===== src/rtl/bus_arb_pkg.sv =====
// Shared types and default sizing for the bus arbiter slice.
package bus_arb_pkg;
  localparam int NUM_REQ_DEF   = 3;
  localparam int MAX_HOLD_DEF  = 4;
  localparam int WORD_SIZE_DEF = 4;
  localparam int IDX_W         = 3;   // owner/index width, covers up to 8 requesters
  localparam int HOLD_W        = 4;   // hold counter width, covers MAX_HOLD up to 15

  typedef enum logic {IDLE, OWNED} arb_state_e;
endpackage


===== src/rtl/bus_arbiter_rr_pick.sv =====
// Combinational round-robin picker: first eligible request at or above ptr_i,
// wrapping to 0, with one optional index masked out.
module rr_pick
  import bus_arb_pkg::*;
#(
  parameter int NUM_REQ = NUM_REQ_DEF
) (
  input  logic [NUM_REQ-1:0] req_i,
  input  logic [IDX_W-1:0]   ptr_i,
  input  logic [IDX_W-1:0]   excl_i,
  input  logic               excl_en_i,
  output logic [IDX_W-1:0]   winner_o,
  output logic               any_o
);

  logic [NUM_REQ-1:0] elig;
  logic [NUM_REQ-1:0] shifted;
  logic [IDX_W:0]     idx;

  // Mask the excluded requester, then scan upward from the pointer.
  always_comb begin
    elig     = req_i & ~(excl_en_i ? (NUM_REQ'(1) << excl_i) : '0);
    winner_o = '0;
    any_o    = 1'b0;
    idx      = '0;
    shifted  = '0;
    for (int k = 0; k < NUM_REQ; k++) begin
      idx = {1'b0, ptr_i} + (IDX_W+1)'(k);
      if (idx >= (IDX_W+1)'(NUM_REQ)) idx = idx - (IDX_W+1)'(NUM_REQ);
      shifted = elig >> idx;
      if (!any_o && shifted[0]) begin
        any_o    = 1'b1;
        winner_o = idx[IDX_W-1:0];
      end
    end
  end

endmodule


===== src/rtl/bus_arbiter.sv =====
// Round-robin shared-bus arbiter with hold-time pre-emption and owner lock.
`ifndef WORD_SIZE
`define WORD_SIZE 4
`endif

module bus_arbiter
  import bus_arb_pkg::*;
#(
  parameter int NUM_REQ   = NUM_REQ_DEF,
  parameter int WORD_SIZE = `WORD_SIZE,
  parameter int MAX_HOLD  = MAX_HOLD_DEF
) (
  input  logic                         clk,
  input  logic                         reset,
  input  logic [NUM_REQ-1:0]           req,
  input  logic [NUM_REQ-1:0]           lock,
  input  logic [NUM_REQ*WORD_SIZE-1:0] wdata,
  output logic [NUM_REQ-1:0]           gnt,
  output logic [WORD_SIZE-1:0]         bus,
  output logic                         bus_valid,
  output logic [IDX_W-1:0]             owner,
  output logic                         preempt
);

  arb_state_e          state_q;
  logic [NUM_REQ-1:0]  gnt_q;
  logic [IDX_W-1:0]    owner_q;
  logic [IDX_W-1:0]    rr_ptr_q;
  logic [HOLD_W-1:0]   hold_cnt_q;
  logic                preempt_q;

  logic [IDX_W-1:0]    win;
  logic [IDX_W-1:0]    rr_ptr_d;
  logic                any_vld;
  logic                own_req, own_lock, hold_hit;
  logic                do_pre, do_grant, go_idle;

  // While owned, the current owner is excluded so it never re-wins a re-arbitration.
  rr_pick #(.NUM_REQ(NUM_REQ)) u_pick (
    .req_i     (req),
    .ptr_i     (rr_ptr_q),
    .excl_i    (owner_q),
    .excl_en_i (state_q == OWNED),
    .winner_o  (win),
    .any_o     (any_vld)
  );

  // Next-event decode. Pre-emption uses >= so a counter that saturated under
  // lock releases at the first unlocked edge. A release at the same edge wins
  // over pre-emption, so preempt stays low in that case.
  always_comb begin
    own_req  = |(req & gnt_q);
    own_lock = |(lock & gnt_q);
    hold_hit = hold_cnt_q >= HOLD_W'(MAX_HOLD - 1);
    do_pre   = (state_q == OWNED) && own_req && any_vld && !own_lock && hold_hit;
    do_grant = any_vld && ((state_q == IDLE) || !own_req || do_pre);
    go_idle  = (state_q == OWNED) && !own_req && !any_vld;
    rr_ptr_d = (win == IDX_W'(NUM_REQ - 1)) ? '0 : win + IDX_W'(1);
  end

  // Arbitration FSM with registered grant, owner and preempt outputs.
  always_ff @(posedge clk or negedge reset) begin
    if (!reset) begin
      state_q    <= IDLE;
      gnt_q      <= '0;
      owner_q    <= '0;
      rr_ptr_q   <= '0;
      hold_cnt_q <= '0;
      preempt_q  <= 1'b0;
    end else begin
      preempt_q <= 1'b0;
      if (do_grant) begin
        state_q    <= OWNED;
        gnt_q      <= NUM_REQ'(1) << win;
        owner_q    <= win;
        rr_ptr_q   <= rr_ptr_d;
        hold_cnt_q <= '0;
        preempt_q  <= do_pre;
      end else if (go_idle) begin
        state_q    <= IDLE;
        gnt_q      <= '0;
        owner_q    <= '0;
        hold_cnt_q <= '0;
      end else if ((state_q == OWNED) && (hold_cnt_q < HOLD_W'(MAX_HOLD))) begin
        hold_cnt_q <= hold_cnt_q + HOLD_W'(1);
      end
    end
  end

  // Bus mux driven from the registered grant; all-zero grant gives a zero bus.
  always_comb begin
    bus = '0;
    for (int i = 0; i < NUM_REQ; i++)
      if (gnt_q[i]) bus = wdata[i*WORD_SIZE +: WORD_SIZE];
  end

  assign gnt       = gnt_q;
  assign owner     = owner_q;
  assign preempt   = preempt_q;
  assign bus_valid = (state_q == OWNED);

endmodule


===== config.mk =====
export PLATFORM = sky130hd
export DESIGN_NAME = bus_arbiter
export DESIGN_NICKNAME = d
export VERILOG_FILES = /design/src/rtl/bus_arb_pkg.sv /design/src/rtl/bus_arbiter_rr_pick.sv /design/src/rtl/bus_arbiter.sv
export SDC_FILE = /design/constraint.sdc
export NUM_CORES = 1
export LEC_CHECK = 0
export CAP_MARGIN = 5
export CORE_MARGIN = 1
export CORE_UTILIZATION = 43
export DETAILED_ROUTE_END_ITERATION = 6
export PLACE_DENSITY = 0.75
export SLEW_MARGIN = 10
export SYNTH_ARGS = -nofsm -noshare
export SYNTH_HDL_FRONTEND = slang
export SYNTH_SLANG_ARGS = --single-unit
export TNS_END_PERCENT = 20

===== constraint.sdc =====
create_clock -name clk -period 2.57 [get_ports clk]
set_clock_uncertainty 0.15 [all_clocks]
set_input_delay 0.3855 -clock clk [delete_from_list [all_inputs] [get_ports clk]]
set_output_delay 0.3855 -clock clk [all_outputs]
set_load 0.01 [all_outputs]

# Word level (Yosys, flattened, before mapping)
# Index checks and enable logic that the tools add are counted.
dict set report word_totals {
  out_inout_bits 12
  elab_cells 73
  regBits 15
}
dict set report classes {
  n_mux 23
  eq_ne 1
  magnitude_cmp 5
  bitwise_logic 5
  reduce_logical 21
  n_addsub 7
  shift 5
}
# cell n
set op_table {}
lappend op_table {{$mux W4} 9}
lappend op_table {{$mux W3} 8}
lappend op_table {{$ge A4 B2 Y1 const B} 3}
lappend op_table {{$shr A3 B4 Y1} 3}
lappend op_table {{$logic_and A1 B1 Y1} 10}
lappend op_table {{$and A3 B3 Y3} 3}
lappend op_table {{$sub A4 B2 Y4 const B} 2}
lappend op_table {{$mux W1} 6}
lappend op_table {{$reduce_or A3 Y1} 2}
lappend op_table {{$shl A1 B3 Y3 const A} 2}
lappend op_table {{$logic_not A1 Y1} 5}
lappend op_table {{$add A3 B1 Y4 const B} 1}
lappend op_table {{$add A3 B2 Y4 const B} 1}
lappend op_table {{$add A4 B1 Y4 const B} 1}
lappend op_table {{$lt A4 B3 Y1 const B} 1}
lappend op_table {{$sub A3 B2 Y4 const B} 1}
lappend op_table {{$add A3 B1 Y3 const B} 1}
lappend op_table {{$eq A3 B2 Y1 const B} 1}
lappend op_table {{$ge A3 B2 Y1 const B} 1}
lappend op_table {{$not A3 Y3} 1}
lappend op_table {{$reduce_bool A3 Y1} 1}
lappend op_table {{$logic_or A1 B1 Y1} 2}
lappend op_table {{$reduce_bool A2 Y1} 1}
lappend op_table {{$not A1 Y1} 1}

# Longest topological paths before layout
# Gate-level depths: netlist of run 1.
dict set report logic_depth {
  ltp_word 18
  mapped_depth 9
}

# By module
# Synthesis of run 1 repeated with hierarchy kept, for this count alone.
dict set report unflattened {
  cells_unflattened 160
  hier_area_um2 1416.4
}
# mod instances seq_area_each_um2 area_per_inst_um2 cells_each
set modules_own_cells {}
lappend modules_own_cells {bus_arbiter 1 375.4 768.2 75}
lappend modules_own_cells {rr_pick 1 0.0 648.1 85}

# Worst setup path before layout of run 1
# Ideal clock, no wire load.
dict set report synth_timing {
  path_type {register to register}
  start {register rr_ptr_q[1]}
  end {register gnt_q[0], in the netlist gnt[0]}
  n_path_buf 0
  stages_incl_launch_ff 9
  synth_period_minus_slack_ns 2.667
  t_required_ns 2.298
  t_arrival_ns 2.395
  slack_ns -0.097
  cell_sequence {dfrtp_1 > inv_1 > ha_1 > or3_1 > a22oi_1 > nand3b_1 > and4_4 > mux2_4 > a32o_1}
}
dict set report synth_via {
  elab_chain_cells 16
  elab_cells_between_ends 34
  classes_between {add/sub: 5; order compare: 3; shift: 4; mux: 10; reduce/logical: 12}
}
# item line_no
set synth_lines {}
lappend synth_lines {{start, declared} bus_arbiter.sv:28} ;# logic [IDX_W-1:0] rr_ptr_q;
lappend synth_lines {{start signal, assigned} bus_arbiter.sv:76} ;# rr_ptr_q <= rr_ptr_d;
lappend synth_lines {{parallel branches: the longest is 16 deep, another holds $add A3 B1 Y4} n/a}
lappend synth_lines {{end signal, assigned} bus_arbiter.sv:74} ;# gnt_q <= NUM_REQ'(1) << win;
lappend synth_lines {{end, declared} bus_arbiter.sv:26} ;# logic [NUM_REQ-1:0] gnt_q;
# Parallel ways; which one is timed is not known.
# A chain may end at the register's enable or synchronous reset.

# Final worst setup path of run 1
dict set report layout_timing {
  start {register rr_ptr_q[0]}
  end {register gnt_q[0], in the netlist gnt[0]}
}
# The elaborated chain is that of the path after synthesis.

==> key figures, run 1 <==
Floorplanning
  – CORE AREA: 2540 sq um
  – I/O Pins: 32
  – Die X: 54.7 microns
  – Starting Density: 46.9%
  – Die area: 2990 sq um
  – Chip Height: 54.7 microns
  – Row Count: 18

GRT
  – Gr usage total: 23.3%
  – First-pass GRT wire length: 5030 microns
  – GRT Residual Overflow: 0
  – Vias in the first global route: 1182
  – Largest net degree at the start of global routing: 16
  – Initial antenna violation count: 0

Routing
  – Final WL: 3490 microns
  – Via density: 6.14
  – First-pass DRT Iterations: 4
  – Drt wl/cell: 16.7 microns
  – Antenna-violating nets left: 0
  – DR DRC count: 0
  – Vias post-DR: 1283
  – Initial DRC Count: 61

Timing
  – F_max: 386 MHz
  – Fin worst setup slack: -0.0191 ns
  – Actual slew at the worst max-slew pin: 0.632 ns
  – Tmin final: 2.59 ns
  – Final hold vios: 0
  – Final setup vio count: 1
  – Period utilization: 101%
  – RSZ-0062 raised after global routing: yes
  – Final max-slew violation count: 0
  – Worst slew margin: 57.8%
  – Hold_ws: 0.348 ns
  – Setup_tns: -0.0191 ns

Setup path
  – CP Capture Type: flop
  – Critical Path AT: 2.61 ns
  – Delay-heaviest family, CP: simple AND/OR/NAND/NOR gates
  – CP Max Fanout: 12
  – CP peak stage delay: 0.42 ns
  – Max stage delay cell, worst path: dfrtp_1
  – Cell mode on critical path: buf_4
  – Crit start category: flop
  – Crit path cell chain: buf_4 -> buf_4 -> or3_4 -> a22oi_1 -> nand3b_1 -> and4_4 -> mux2_4 -> a32o_1
  – Critical Path RT: 2.59 ns
  – CP Class: flop to flop
  – Worst r2r src: rr_ptr_q[0]
  – Crit path buffers/inverters: 2
  – Worst setup startpoint: rr_ptr_q[0]

Clock tree
  – H-Tree Level Count: 1
  – Clk slew on worst S/H paths: 0.08 ns
  – CTS Hold Bufs: 0
  – CTS root buffer: clkbuf_4
  – Clock net sink count: 15
  – TritonCTS clock tree: done
  – Worst-Skew Late Latency: 0.27 ns
  – Clock Tree Buf Depth: 2
  – CTS buffer count: 3

Synthesis
  – Syn avg cell area: 8.97 sq um
  – FF+latch count, synth: 15
  – Top cell type's share of synthesized area: 31.4%
  – Synthesized cell area: 1190 sq um
  – Post-synthesis sequential area ratio: 31.4%
  – Synth warnings: 0
  – Cell variety after synth: 49
  – Post-Syn Nets: 161
  – Asr flop ratio synth: 100%
  – Synth area leaders: dfrtp_1, ha_1, mux2i_1, a22oi_1, nand2_1
  – Most numerous cell in the Yosys netlist: dfrtp_1
  – Post-synth top cells: dfrtp_1, nand2_1, ha_1, nor2_1, inv_1
  – Ys flop type: dfrtp_1
  – Post-Synthesis Cells: 133
  – EDFF count, synth: 0
  – Leading area contributor after synthesis: dfrtp_1

Finish
  – Antenna cells: 0
  – Syn-to-layout area delta: 47.8%
  – Final Instance Count excl. Fillers: 209
  – Nets: 208
  – Share of cells above drive strength 1: 24.6%

Pwr
  – Static Leak: 0.718 nW
  – Total power: 0.404 mW
  – Cell Pwr Density: 229 nW/um^2
  – Maximum vdd drop: 0.390 mV

Flow run
  – Max-Cap Viols: 0

Placement
  – Placed cell count: 203
  – Setup WS pre-CTS: -0.0580 ns
  – DP HPWL: 2520 microns
  – IO Port Bufs: 31
  – Final GP Congestion: 0.912

Hold path
  – Hold Path Class: primary input to async pin

Status
  – Status: finished, violations left
  – Failing checks: setup timing
-- state kept, by name (all words and copies together), names as in the netlist --
| name | count |
|---|---|
| owner | 3 |
| hold_cnt_q | 4 |
| preempt | 1 |
| rr_ptr_q | 3 |
| gnt | 3 |
| bus_valid | 1 |
-- cell families (layout without fill, tap and decap cells) --
group / after synthesis / count (layout) / share of synthesized area (%)
muxes: 5 / 6 / 4.61
buffers and inverters: 10 / 55 / 3.25
and+or+nand+nor: 53 / 53 / 25.5
xor gates and xnor gates: 3 / 3 / 2.20
adders and majority gates: 8 / 8 / 8.39
AOI/OAI and AO/OA: 39 / 39 / 24.6
DFF: 15 / 15 / 31.4
-- placed cells by master (no fill, tap or decap), types with 3 or more instances in the layout --
master            n
o21ai_0           5
mux2i_1           3
nand2b_1          3
nor2_1            6
inv_1             5
ha_1              6
a21oi_1           3
nand3_1           5
clkdlybuf4s50_1  31
dfrtp_1          14
buf_4            13
clkbuf_4          3
a22oi_1           5
and2_1            4
nand2_1          10
-- worst register-to-register path, delay by kind of cell (launching register included) --
kind	cells	cell delay (ns)
buf+inv	2	0.33
simple gates	3	0.85
mux	1	0.34
compound gates	2	0.39
flops	1	0.42
-- power breakdown --
group	internal [mW]	switching (mW)	leakage (nW)
combinational	0.0278	0.0149	0.519
clock	0.0602	0.0653	0.0150
sequential	0.236	0	0.183
-- per-layer routing --
layer / global-route usage (%) / vias up / routed length, microns
met5: 0 / - / 0
met4: 12.8 / 0 / 64
met3: 1.39 / 9 / 155
met2: 38.8 / 45 / 1820
met1: 29.9 / 628 / 1450
li1: - / 601 / -
-- stage by stage --
stage	util [%]	area [sq um]
finish	69.3	1760
global route	69.3	1760
CTS	66.9	1700
detailed placement	63.7	1620
global placement	63.7	1620
floorplan	-	1190
-- layout make-up --
type,instances,area [sq um]
clock buffer,4,26.3
multi-input combinational,109,887
inverter,7,28.8
sequential,15,377
timing repair buffer,44,408
fill,204,781
tap,30,37.5
-- path summary, 6_finish.rpt --
check | endpoint | slack, ns | cells after the start
worst min-delay path | hold_cnt_q[3] | 0.35 | 1
worst min register to register | hold_cnt_q[3] | 0.40 | 1
min in group clk | hold_cnt_q[3] | 0.40 | 1
worst max register to register | gnt[0] | -0.02 | 8
max in group asynchronous | rr_ptr_q[1] | 1.48 | 1
worst max-delay path | gnt[0] | -0.02 | 8
-- repair_timing --
item | CTS | global route
setup buffers | 1 | 0
endpoints found under the hold margin | 0 | 0
setup endpoints to repair | 11 | 15
pin swaps | 2 | 2
gates cloned | 1 | 0
resized for setup | 7 | 16
Power figures use the tool's default switching activity.
==> inputs of run 2 (changes only) <==
--- a/config.mk
+++ b/config.mk
@@ -7,9 +7,9 @@
 export LEC_CHECK = 0
 export CAP_MARGIN = 5
 export CORE_MARGIN = 1
-export CORE_UTILIZATION = 43
+export CORE_UTILIZATION = 44
 export DETAILED_ROUTE_END_ITERATION = 6
-export PLACE_DENSITY = 0.75
+export DONT_BUFFER_PORTS = 1
 export SLEW_MARGIN = 10
 export SYNTH_ARGS = -nofsm -noshare
 export SYNTH_HDL_FRONTEND = slang
==> key figures, run 2 (same netlist as run 1, synthesis figures left out) <==
Pwr
  – Static Leak: 0.673 nW (-6.2%)
  – Cell Pwr Density: 245 nW/um^2 (+7.0%)
  – Total power: 0.388 mW (-4.0%)
  – Maximum vdd drop: 0.283 mV (-27%)

GRT
  – Initial antenna violation count: 0 (unchanged)
  – Vias in the first global route: 1015 (-14%)
  – Largest net degree at the start of global routing: 16 (unchanged)
  – First-pass GRT wire length: 4700 microns (-6.6%)
  – Gr usage total: 22.6% (-0.79 points)
  – GRT Residual Overflow: 0 (unchanged)

Routing
  – Via density: 6.15 (+0.19%)
  – DR DRC count: 0 (unchanged)
  – Final WL: 3240 microns (-7.1%)
  – First-pass DRT Iterations: 4 (unchanged)
  – Vias post-DR: 1187 (-7.5%)
  – Drt wl/cell: 16.8 microns (+0.60%)
  – Antenna-violating nets left: 0 (unchanged)
  – Initial DRC Count: 40 (-34%)

Setup path
  – Critical Path AT: 2.61 ns (about the same)
  – Max stage delay cell, worst path: or4b_4
  – Crit start category: flop
  – Worst setup endpoint: gnt[0]
  – Crit path buffers/inverters: 0 (-2)
  – Crit path cell chain: or4b_4 -> nand2_4 -> nor4_4 -> o41ai_2 -> and4_4 -> mux2_4 -> a32o_1
  – Critical Path Stages: 7 (-1)
  – Worst reg2reg path endpoint: gnt[0]
  – Critical Path RT: 2.60 ns (about the same)
  – Worst setup startpoint: owner[2]
  – CP Max Fanout: 5 (-7)
  – R2r setup slk: -0.008 ns (about the same)
  – CP Capture Type: flop
  – CP peak stage delay: 0.57 ns (+0.15 ns)
  – Delay-heaviest family, CP: simple AND/OR/NAND/NOR gates
  – CP Class: flop to flop
  – Reg2reg path depth: 7 (-1)
  – Worst r2r src: owner[2]

Clock tree
  – Clock Tree Buf Depth: 2 (unchanged)
  – TritonCTS clock tree: done
  – Worst-Skew Late Latency: 0.28 ns (about the same)
  – H-Tree Level Count: 1 (unchanged)
  – Clk slew on worst S/H paths: 0.09 ns (about the same)
  – Clock net sink count: 15 (unchanged)
  – CTS root buffer: clkbuf_4
  – CTS buffer count: 3 (unchanged)

Timing
  – Final setup vio count: 1 (unchanged)
  – Period utilization: 100% (-0.43 points)
  – Fin worst setup slack: -0.00813 ns (+0.0110 ns)
  – Worst slew margin: 54.4% (-3.4 points)
  – Final hold vios: 0 (unchanged)
  – Actual slew at the worst max-slew pin: 0.682 ns (+0.0508 ns)
  – RSZ-0062 raised after global routing: yes
  – F_max: 388 MHz (+0.43%)
  – Final max-slew violation count: 0 (unchanged)
  – Setup_tns: -0.00813 ns (+0.0110 ns)
  – Hold_ws: 0.185 ns (-0.164 ns)
  – Tmin final: 2.58 ns (-0.0110 ns)

Flow run
  – Max-Cap Viols: 0 (unchanged)

Placement
  – DP HPWL: 2380 microns (-5.3%)
  – IO Port Bufs: 0 (-100%)
  – Final GP Congestion: 0.943 (+3.4%)

Finish
  – Share of cells above drive strength 1: 36.8% (+12 points)
  – Nets: 192 (-7.7%)
  – Register area: 378 sq um (+0.33%)
  – Fillcell total: 199 (-2.5%)
  – Largest register FFs: 4 (unchanged)
  – Multi-input logic area: 895 sq um (+0.85%)
  – Commonest non-fill, non-tap cell in the layout: buf_4
  – Syn-to-layout area delta: 32.6%
  – Top reg by flops: hold_cnt_q
  – Antenna cells: 0 (unchanged)
  – Most frequent cells in the layout: buf_4, dfrtp_1, nand2_1

Floorplanning
  – Die area: 2930 sq um (-2.2%)
  – I/O Pins: 32 (unchanged)
  – Chip Height: 54.1 microns (-1.1%)
  – Starting Density: 47.3% (+0.42 points)
  – CORE AREA: 2520 sq um (-0.88%)
  – Row Count: 18 (unchanged)
  – Die X: 54.1 microns (-1.1%)

Status
  – Failing checks: setup timing
  – Status: finished, violations left

Hold path
  – Hold Path Class: primary input to flop
-- run 2: cell types whose count changed in the layout (fill, tap and decap cells not counted), sizes merged --
| cell | before | now |
|---|---|---|
| clkdlybuf4s50 | 31 | 0 |
| buf | 13 | 27 |
| clkbuf | 4 | 3 |
| clkinv | 0 | 1 |
| clkinvlp | 0 | 1 |
| dlygate4sd3 | 0 | 1 |
| inv | 7 | 6 |
-- run 2: per-layer routing --
layer / share of wire (%) / vias to the layer above / GRT usage, %
met4: 1.4 / 0 / 8.97
met5: 0 / - / 0
met2: 46 / 44 / 33.5
li1: - / 566 / -
met3: 5.7 / 6 / 4.52
met1: 46 / 571 / 31.7
-- run 2: final cells by class --
cell class / instances / area share (%)
inverter: 7 / 2.06
clock inverter: 1 / 0.316
clock buffer: 3 / 1.42
sequential: 15 / 23.9
tap: 30 / 2.37
multi-input combinational: 109 / 56.5
timing repair buffer: 28 / 13.4
-- run 2: worst min path at each step --
stage	startpoint	to	slack [ns]	depth (start not counted)
floorplan	reset	bus_valid	-0.06	0
global placement	reset	owner[2]	-0.06	0
detailed placement	reset	owner[2]	-0.06	0
CTS	lock[2]	preempt	0.18	3
global route	lock[2]	preempt	0.21	3
finish	lock[2]	preempt	0.18	3
-- run 2: power breakdown --
group / internal, mW / switching, mW
logic: 0.00567 / 0.0100
clock network: 0.0578 / 0.0784
registers: 0.236 / 0
-- run 2: stage by stage --
step	cell area, sq um	setup WS, ns	utilization, %	std cells
after floorplan	1190	0.00657	-	133
after global placement	1390	-0.00507	54.9	182
after detailed placement	1390	-0.0184	54.9	182
after CTS	1450	-0.00500	57.4	190
after global routing	1580	-0.0527	62.7	193
final	1580	-0.00813	62.7	193
-- run 2: what timing repair did --
action,in CTS,in global routing
setup endpoints to repair,5,10
pin swaps,0,9
cloned,0,1
hold endpoints to repair,15,0
gates resized for setup,1,22
setup buffers,3,2
hold buffers,1,0
-- run 2: worst reg2reg max path, cell delays in order, from the launching register on --
cell     delay [ns]
dfrtp_1        0.39
or4b_4         0.57
nand2_4        0.10
nor4_4         0.04
o41ai_2        0.36
and4_4         0.31
mux2_4         0.34
a32o_1         0.21
==> inputs of run 3 (changes only) <==
--- a/config.mk
+++ b/config.mk
@@ -5,9 +5,11 @@
 export SDC_FILE = /design/constraint.sdc
 export NUM_CORES = 1
 export LEC_CHECK = 0
+export ABC_AREA = 1
 export CAP_MARGIN = 5
 export CORE_MARGIN = 1
-export CORE_UTILIZATION = 44
+export CORE_UTILIZATION = 25
+export CTS_CLUSTER_SIZE = 24
 export DETAILED_ROUTE_END_ITERATION = 6
 export DONT_BUFFER_PORTS = 1
 export SLEW_MARGIN = 10
==> key figures, run 3 <==
Status
  – Status: finished, final reports clean

Synthesis
  – Asr flop ratio synth: 100% (unchanged)
  – Post-Syn Nets: 229 (+42%)
  – Adder-Cell Fraction of Synth Area: 7.60% (-0.78 points)
  – Post-synthesis sequential area ratio: 28.5% (-2.9 points)
  – FF+latch count, synth: 15 (unchanged)
  – Synth area leaders: dfrtp_1, nand2_1, ha_1, nand3_1, inv_1
  – EDFF count, synth: 0 (unchanged)
  – Xor/xnor share of the synthesized area: 0.665% (-1.5 points)
  – Top cell type's share of synthesized area: 28.5% (-2.9 points)
  – Compound-gate portion of the synthesized area: 9.98% (-15 points)
  – Most numerous cell in the Yosys netlist: nand2_1
  – Main combinational cell family by area after synthesis: simple AND/OR/NAND/NOR gates
  – Syn avg cell area: 6.55 sq um (-27%)
  – Post-synthesis mux area share: 0% (-4.6 points)
  – Synthesized cell area: 1320 sq um (+10%)
  – Ys flop type: dfrtp_1
  – Post-Synthesis Cells: 201 (+51%)
  – Cell variety after synth: 24 (-51%)
  – Post-synth top cells: nand2_1, inv_1, nor2_1, nand3_1, dfrtp_1
  – Synth warnings: 0 (unchanged)
  – Synth Area in Simple Gates: 44.0% (+19 points)
  – Leading area contributor after synthesis: dfrtp_1

Setup path
  – Worst setup endpoint: gnt[2]
  – Worst r2r src: rr_ptr_q[0]
  – Worst setup startpoint: rr_ptr_q[0]
  – CP peak stage delay: 0.43 ns (-0.14 ns)
  – R2r setup slk: 0.25 ns (+0.26 ns)
  – Delay-heaviest family, CP: simple AND/OR/NAND/NOR gates
  – Cell mode on critical path: nand2_1
  – Crit path cell chain: ha_1 -> inv_1 -> o21ai_0 -> nand2_1 -> nand2_1 -> nand3_1 -> nand2_1 -> nand2_2 -> nand2_1 -> nor2_1 -> nand2_2 -> nand3_1 -> o21ai_1
  – Max stage delay cell, worst path: dfrtp_1
  – Worst reg2reg path endpoint: gnt[2]
  – Critical Path RT: 2.55 ns (-0.05 ns)
  – CP Max Fanout: 6 (+1)
  – CP Class: flop to flop
  – Crit start category: flop
  – Critical Path Stages: 13 (+6)
  – CP Capture Type: flop
  – Critical Path AT: 2.30 ns (-0.31 ns)
  – Crit path buffers/inverters: 1 (+1)
  – Reg2reg path depth: 13 (+6)

Timing
  – Period utilization: 90.2% (-10 points)
  – Final hold vios: 0 (unchanged)
  – Worst slew margin: 54.8% (+0.46 points)
  – Final max-slew violation count: 0 (unchanged)
  – F_max: 432 MHz (+11%)
  – Hold_ws: 0.305 ns (+0.120 ns)
  – Final setup vio count: 0 (-1)
  – Setup_tns: 0 ns (+0.00813 ns)
  – Actual slew at the worst max-slew pin: 0.675 ns (-0.00690 ns)
  – Tmin final: 2.32 ns (-0.261 ns)
  – RSZ-0062 raised after global routing: no

GRT
  – First-pass GRT wire length: 4680 microns (-0.43%)
  – Gr usage total: 10.9% (-12 points)
  – GRT Residual Overflow: 0 (unchanged)
  – Largest net degree at the start of global routing: 16 (unchanged)
  – Vias in the first global route: 1044 (+2.9%)
  – Initial antenna violation count: 0 (unchanged)

Clock tree
  – TritonCTS clock tree: done
  – CTS buffer count: 3 (unchanged)
  – Clk slew on worst S/H paths: 0.06 ns (-0.03 ns)
  – Clock net sink count: 15 (unchanged)
  – Post-cts resize count: 0 (-1)
  – CTS root buffer: clkbuf_8
  – Clock Tree Buf Depth: 2 (unchanged)
  – Worst-Skew Late Latency: 0.24 ns (-0.04 ns)
  – Post-CTS Setup Inserts: 0 (-3)
  – H-Tree Level Count: 1 (unchanged)

Routing
  – Via density: 4.38 (-29%)
  – Final WL: 2860 microns (-12%)
  – First-pass DRT Iterations: 4 (unchanged)
  – DR DRC count: 0 (unchanged)
  – Antenna-violating nets left: 0 (unchanged)
  – Vias post-DR: 1209 (+1.9%)
  – Initial DRC Count: 55 (+38%)
  – Drt wl/cell: 10.3 microns (-38%)

Pwr
  – Switch Pwr: 0.0852 mW (-3.7%)
  – Cell Pwr Density: 298 nW/um^2 (+22%)
  – Static Leak: 0.762 nW (+13%)
  – Maximum vdd drop: 0.181 mV (-36%)
  – Clock share of power: 42.8% (+7.7 points)
  – Reg power frac: 54.4% (-6.4 points)
  – Switch share: 19.6% (-3.2 points)
  – Comb pwr share: 2.9% (-1.1 points)
  – Int Pwr: 0.349 mW (+17%)

Finish
  – Most frequent cells in the layout: nand2_1, inv_1, nor2_1
  – Largest register FFs: 4 (unchanged)
  – Syn-to-layout area delta: 10.7%
  – Finished Cell Area: 1460 sq um (-7.9%)
  – Top reg by flops: hold_cnt_q
  – Antenna cells: 0 (unchanged)
  – Nets: 235 (+22%)
  – Fillcell total: 565 (+180%)
  – Share of cells above drive strength 1: 12.6% (-24 points)
  – Final Instance Count excl. Fillers: 276 (+43%)
  – Commonest non-fill, non-tap cell in the layout: nand2_1

Placement
  – IO Port Bufs: 0 (unchanged)
  – Final GP Congestion: 0.916 (-2.9%)
  – Placed cell count: 271 (+49%)
  – DP Area: 1400 sq um (+1.3%)
  – DP HPWL: 2360 microns (-1.1%)

Hold path
  – Hold Path Class: primary input to flop

Flow run
  – Max-Cap Viols: 0 (unchanged)

Floorplanning
  – CORE AREA: 5070 sq um (+100%)
  – Die area: 5560 sq um (+90%)
  – Starting Density: 25.9% (-21 points)
  – I/O Pins: 32 (unchanged)
  – Die X: 74.6 microns (+38%)
  – Chip Height: 74.6 microns (+38%)
  – Row Count: 26 (+8)
run 3: changes by cell type after synthesis, sizes merged, moves of 3 or more:
cell / change
nand2: +63
nor2: +18
inv: +17
nand3: +13
o21ai: +7
a22oi: -5
nand4: +5
and2: -4
mux2i: -4
a21oi: +3
nand2b: -3
nor2b: -3
run 3: final cells by class:
cell class	count	area [sq um]	area share, %
clock buffers	4	45.0	3.09
inverters	24	90.1	6.18
multi-input cells	158	820	56.2
flip-flops and latches	15	375	25.8
well taps	70	87.6	6.01
repair buffers	5	40.0	2.75
run 3: worst min path at each step:
stage / slack, ns / depth (start not counted) / from / endpoint
global placement: -0.06 / 0 / reset / hold_cnt_q[2]
detailed placement: -0.06 / 0 / reset / hold_cnt_q[0]
finish: 0.30 / 4 / req[1] / bus_valid
CTS: 0.30 / 4 / req[1] / bus_valid
floorplan: -0.06 / 0 / reset / bus_valid
global route: 0.34 / 5 / lock[1] / preempt
run 3: power by group through the flow:
stage | Clock (mW) | Combinational [mW] | Sequential (mW)
2_1_floorplan | 0 | 0.00569 | 0.241
3_3_place_gp | 0 | 0.00702 | 0.241
3_5_place_dp | 0 | 0.00702 | 0.241
4_1_cts | 0.194 | 0.0129 | 0.236
5_1_grt | 0.202 | 0.0145 | 0.236
6_report | 0.186 | 0.0124 | 0.236
run 3: kinds of logic (layout without fill, tap and decap cells):
logic type / Yosys count / in the layout
compound gates: 24 / 24
xor+xnor: 1 / 1
fa+ha+maj: 8 / 8
buf+inv: 28 / 33
flops: 15 / 15
simple gates: 125 / 125
run 3: per-layer routing:
layer	vias up	GRT usage, %	wire length (microns)
met5	-	0	0
met4	0	3.14	26
met3	4	3.12	144
met2	16	16.6	1230
met1	539	15.1	1450
li1	650	-	-
run 3: worst min-delay path, cell delays in order:
cell and delay (ns):
nand2_1 0.03, nand3_1 0.11, nand2_1 0.08, nand2_1 0.07
run 3: metrics by stage:
step	worst slack (ns)	total power [mW]	utilization [%]
floorplan	0.456	0.246	-
global placement	0.250	0.248	27.6
detailed placement	0.281	0.248	27.6
CTS	0.266	0.443	28.7
global route	0.0352	0.453	28.7
finish	0.253	0.435	28.7
run 3: repair_timing:
action,4_1_cts,5_1_grt
setup endpoints to repair,0,0
endpoints found under the hold margin,15,0
hold buffers,1,0
